===== src/rtl/vmem_pkg.sv =====
// Shared types for the vpipe data-memory port arbiter: FSM states,
// requester indices and the one-hot grant vector.
package vmem_pkg;

    typedef enum logic {
        ARB  = 1'b0,
        HOLD = 1'b1
    } state_t;

    localparam int unsigned P0    = 0;
    localparam int unsigned P1    = 1;
    localparam int unsigned CNT_W = 3;

    typedef logic [1:0] grant_t;

endpackage


===== src/rtl/vmem_grant_sel.sv =====
// Combinational grant picker: port 0 wins unless port 1 has waited
// through MAX_BURST consecutive port-0 grants.
module vmem_grant_sel
    import vmem_pkg::*;
#(
    parameter int unsigned MAX_BURST = 4
) (
    input  logic [1:0]       i_valid,
    input  logic [CNT_W-1:0] i_starve_cnt,
    output grant_t           o_grant
);

    localparam logic [CNT_W-1:0] LP_MAX = CNT_W'(MAX_BURST);

    always_comb begin
        o_grant = '0;
        if (i_valid[P0] && i_valid[P1]) begin
            if (i_starve_cnt >= LP_MAX) begin
                o_grant[P1] = 1'b1;
            end else begin
                o_grant[P0] = 1'b1;
            end
        end else if (i_valid[P0]) begin
            o_grant[P0] = 1'b1;
        end else if (i_valid[P1]) begin
            o_grant[P1] = 1'b1;
        end
    end

endmodule


===== src/rtl/vmem_port_arbiter.sv =====
// Two-requester arbiter in front of the 1R1W data memory: fixed port-0
// priority with a starvation escape for port 1, and a hold freeze.
module vmem_port_arbiter
    import vmem_pkg::*;
#(
    parameter int unsigned AW        = 8,
    parameter int unsigned DW        = 8,
    parameter int unsigned MAX_BURST = 4
) (
    input  logic             clk,
    input  logic             rst,
    input  logic             hold,
    input  logic             p0_valid,
    output logic             p0_ready,
    input  logic             p0_we,
    input  logic [AW-1:0]    p0_addr,
    input  logic [DW-1:0]    p0_wdata,
    output logic             p0_rvalid,
    output logic [DW-1:0]    p0_rdata,
    input  logic             p1_valid,
    output logic             p1_ready,
    input  logic             p1_we,
    input  logic [AW-1:0]    p1_addr,
    input  logic [DW-1:0]    p1_wdata,
    output logic             p1_rvalid,
    output logic [DW-1:0]    p1_rdata,
    output logic             mem_w_en,
    output logic [AW-1:0]    mem_w_addr,
    output logic [DW-1:0]    mem_w_data,
    output logic             mem_r_en,
    output logic [AW-1:0]    mem_r_addr,
    input  logic [DW-1:0]    mem_r_data,
    output logic [CNT_W-1:0] starve_cnt
);

    state_t           r_state;
    logic [CNT_W-1:0] r_starve_cnt;
    logic             r_p0_rvalid;
    logic             r_p1_rvalid;
    logic [DW-1:0]    r_p0_rdata;
    logic [DW-1:0]    r_p1_rdata;

    logic             w_arb_en;
    grant_t           w_pick;
    grant_t           w_gnt;
    logic [1:0]       w_rd_gnt;
    logic [CNT_W-1:0] w_cnt_nxt;

    vmem_grant_sel #(
        .MAX_BURST(MAX_BURST)
    ) u_grant_sel (
        .i_valid     ({p1_valid, p0_valid}),
        .i_starve_cnt(r_starve_cnt),
        .o_grant     (w_pick)
    );

    // Reset and the hold input gate the grant combinationally, so ready and
    // the memory enables drop in the very cycle either one asserts.
    assign w_arb_en = rst && (r_state == ARB) && !hold;
    assign w_gnt    = w_arb_en ? w_pick : '0;
    assign p0_ready = w_gnt[P0];
    assign p1_ready = w_gnt[P1];

    always_comb begin
        mem_w_en   = 1'b0;
        mem_w_addr = '0;
        mem_w_data = '0;
        mem_r_en   = 1'b0;
        mem_r_addr = '0;
        w_rd_gnt   = '0;
        if (w_gnt[P0]) begin
            if (p0_we) begin
                mem_w_en   = 1'b1;
                mem_w_addr = p0_addr;
                mem_w_data = p0_wdata;
            end else begin
                mem_r_en     = 1'b1;
                mem_r_addr   = p0_addr;
                w_rd_gnt[P0] = 1'b1;
            end
        end else if (w_gnt[P1]) begin
            if (p1_we) begin
                mem_w_en   = 1'b1;
                mem_w_addr = p1_addr;
                mem_w_data = p1_wdata;
            end else begin
                mem_r_en     = 1'b1;
                mem_r_addr   = p1_addr;
                w_rd_gnt[P1] = 1'b1;
            end
        end
    end

    always_comb begin
        w_cnt_nxt = r_starve_cnt;
        if (!p1_valid || w_gnt[P1]) begin
            w_cnt_nxt = '0;
        end else if (w_gnt[P0]) begin
            w_cnt_nxt = r_starve_cnt + 1'b1;
        end
    end

    always_ff @(posedge clk or negedge rst) begin
        if (!rst) begin
            r_state      <= ARB;
            r_starve_cnt <= '0;
            r_p0_rvalid  <= 1'b0;
            r_p1_rvalid  <= 1'b0;
            r_p0_rdata   <= '0;
            r_p1_rdata   <= '0;
        end else begin
            // Responses are independent of hold: a read granted just before
            // hold rises still completes.
            r_p0_rvalid <= w_rd_gnt[P0];
            r_p1_rvalid <= w_rd_gnt[P1];
            if (w_rd_gnt[P0]) begin
                r_p0_rdata <= mem_r_data;
            end
            if (w_rd_gnt[P1]) begin
                r_p1_rdata <= mem_r_data;
            end
            case (r_state)
                ARB: begin
                    if (hold) begin
                        r_state <= HOLD;
                    end else begin
                        r_starve_cnt <= w_cnt_nxt;
                    end
                end
                HOLD: begin
                    if (!hold) begin
                        r_state <= ARB;
                    end
                end
                default: r_state <= ARB;
            endcase
        end
    end

    assign p0_rvalid  = r_p0_rvalid;
    assign p1_rvalid  = r_p1_rvalid;
    assign p0_rdata   = r_p0_rdata;
    assign p1_rdata   = r_p1_rdata;
    assign starve_cnt = r_starve_cnt;

endmodule


===== config.mk =====
export PLATFORM = sky130hd
export DESIGN_NAME = vmem_port_arbiter
export DESIGN_NICKNAME = d
export VERILOG_FILES = /design/src/rtl/vmem_pkg.sv /design/src/rtl/vmem_grant_sel.sv /design/src/rtl/vmem_port_arbiter.sv
export SDC_FILE = /design/constraint.sdc
export NUM_CORES = 1
export LEC_CHECK = 0
export ABC_AREA = 1
export ABC_CLOCK_PERIOD_IN_PS = 1300
export CAP_MARGIN = 10
export CORE_MARGIN = 5
export CORE_UTILIZATION = 31
export CTS_CLUSTER_SIZE = 12
export DETAILED_ROUTE_END_ITERATION = 10
export HOLD_SLACK_MARGIN = 0.1
export PLACE_DENSITY = 0.76
export SLEW_MARGIN = 25
export SYNTH_ARGS = -nofsm -noshare
export SYNTH_HDL_FRONTEND = slang
export SYNTH_SLANG_ARGS = --single-unit

===== constraint.sdc =====
create_clock -name clk -period 1.3 [get_ports clk]
set_input_delay 0.26 -clock clk [delete_from_list [all_inputs] [get_ports clk]]
set_output_delay 0.26 -clock clk [all_outputs]
set_load 0.05 [all_outputs]

==> out/metrics.yaml <==
outcome: "complete, but fails checks"
violations: "setup timing"
die_w_um: 75.60
dieArea_um2: 5715
cts_root_buffer: "clkbuf_8"
timing.final.crit_share_pct: 155.3
layout_commonest_cell: "buf_12"
dp_hpwl_mm: 4.492
fmax_mhz: 495.4
drc: 0
synth_top_area_share_pct: 41.28
ir_worst_vdd_uv: 866.4
setup.worst_path.class: "register to output port"
cap_violations: 0
tightest_slew_ns: 0.3987
cp.required_ns: 1.04
cts_buffers: 3
fin_crit_ns: 2.019
vias_per_cell: 5.817
synthesis.area_um2: 1334
num_antenna_cells: 0
end_kind: "output port"
cts_tree: "done"
setup_viol: 49
hp-class: "input pin to register"
cts_sinks: 22
drt_iter0_drc: 216
grt_overflow: 0
coreArea_um2: 4086
cp_max_fo: 5
critPathLaunchType: "register"
grt_use_total_pct: 25.43
syn-instance-count: 178
rows: 23
synth.distinct_cells: 23
wl_mm: 8.923
die_h_um: 75.60
pre_cts_ws_ns: -0.6865
first_pass_iters: 4
synthTopCellsByArea: "dfrtp_1 (41%), nand2_1 (16%), o21ai_0 (9.8%), nand4_1 (7.5%), nand3_1 (7.1%)"
grt_max_degree: 23
cts_buffer_depth: 2
antenna_found_initial: 0
rsz0062_at_grt: "true"
grt_pass1_vias: 2035
vias: 2071
worstSetupStartpoint: "r_state"
yosysSeqAreaShare_pct: 41.28
hold_viol_final: 0
holdWs_ns: 0.3080
crit_chain: "nor2_4, nand2_4, nor2_8, buf_6, nand2_8, o21ai_4, buf_12"
mostFrequentLayoutCells: "buf_12 (54), clkdlybuf4s50_1 (42), nand2_1 (41)"
start_util_pct: 32.64
slew_violations: 0
reg2reg_from: "r_state"
wl_per_cell_um: 25.06
fin_ws_ns: -0.7185
syn_area_per_cell_um2: 7.493
grt_pass1_wl_mm: 10.74
yosysTopAreaCell: "dfrtp_1"
finClkSkew_ns: 0.005372
drive_above_1_share_pct: 50.65
critPathArrivalTime_ns: 1.76
syn_to_final_growth_pct: 182.9
relSlewSlack_pct: 73.42
io_buffers: 95
p_leak_nw: 1.598
io_pins: 96
place.gp.congestion: 0.8156
nets: 355
power_density_nw_per_um2: 861.9
ys_warn_count: 0
critPathMaxStageDelay_ns: 0.41
synth_nets: 226
postCtsHoldBufs: 0
n_fill_cell: 140
h-tree-depth: 1
slowest_stage: "dfrtp_1"
ys_ff_latch: 22
insertion_delay_ns: 0.27
clk_pin_slew_ns: 0.08
drtAntennaViolNets: 0
hold_start: "hold"
[worst paths after layout]
kind                            endpoint  slack (ns)  depth (start not counted)
max in group asynchronous  starve_cnt[2]        0.57                          2
min                              r_state        0.31                          1
max reg2reg                  p1_rdata[4]       -0.35                          9
max                        mem_w_addr[6]       -0.72                          7
min in group asynchronous    p0_rdata[1]        0.47                          2
min reg2reg                  p1_rdata[0]        0.56                          2
[cells by family (layout without fill, tap and decap cells)]
| kind of cell | Yosys count | after routing | synth area share (%) |
|---|---|---|---|
| buffers and inverters | 26 | 151 | 9.193 |
| adder cells (fa/ha/maj) | 1 | 1 | 0.9379 |
| AND/OR/NAND/NOR | 100 | 103 | 36.68 |
| flip-flops | 22 | 22 | 41.28 |
| AO/OA/AOI/OAI | 29 | 29 | 11.91 |
[cells in the mapped netlist]
library cell / instances
clkinv_1: 1
buf_4: 1
o21bai_1: 1
buf_1: 1
nand3_4: 1
inv_1: 14
o21ai_0: 26
nand2_4: 1
dfrtp_1: 22
nand3_1: 19
nand2_2: 4
nand2_1: 56
nor2_1: 1
nor2_2: 1
buf_2: 3
nor2_8: 1
ha_1: 1
o21ai_1: 1
buf_6: 2
inv_2: 3
a21oi_4: 1
nand4_1: 16
inv_4: 1
[routing by layer]
| layer | global-route usage [%] | wire length [µm] | vias to the layer above |
|---|---|---|---|
| met4 | 11.07 | 432 | 0 |
| met1 | 27.98 | 3178 | 1028 |
| met2 | 45.93 | 4646 | 147 |
| met3 | 6.464 | 665 | 37 |
| li1 | - | - | 859 |
| met5 | 0 | 0 | - |
[final cells by class]
cell class,instances,area [µm²],share of cell area [%]
inverter,19,88.84,2.354
tap,50,62.56,1.658
clock buffer,4,55.05,1.459
sequential,22,551.8,14.62
multi-input combinational,133,1217,32.26
timing repair buffer,128,1798,47.65
[registers in the layout, indices dropped and copies added, names as in the netlist]
| register | count |
|---|---|
| starve_cnt | 3 |
| p0_rdata | 8 |
| p1_rdata | 8 |
| p1_rvalid | 1 |
| r_state | 1 |
| p0_rvalid | 1 |
[repair_timing]
action / in CTS / in global routing
endpoints found under the setup margin: 48 / 49
cloned: 3 / 2
pin swaps: 6 / 14
buffers inserted: 9 / 9
gates resized for setup: 43 / 31
[where the power goes]
| group | total (mW) | switching, mW | leakage, nW | internal (mW) |
|---|---|---|---|---|
| Combinational | 1.75 | 0.936 | 1.29 | 0.817 |
| Sequential | 0.980 | 0.176 | 0.284 | 0.804 |
| Clock | 0.519 | 0.248 | 0.0288 | 0.271 |
[per-stage QoR]
step                utilization (%)  instances  cell area [µm²]  total power, mW  TNS (ns)
floorplan                         -        178             1649            1.595    -12.40
global placement              79.21        332             3237            2.476    -27.33
detailed placement            79.21        332             3237            2.505    -29.60
CTS                           87.72        347             3585            3.043    -17.48
global route                  92.35        356             3774            3.340    -26.74
finish                        92.35        356             3774            3.253    -24.72
[critical path: cells and delay by family (launching register included)]
kind	cells	cell delay, ns
and+or+nand+nor	4	0.57
DFF	1	0.41
buffers and inverters	2	0.30
AOI/OAI and AO/OA	1	0.21
(Power assumes the default switching activity.)
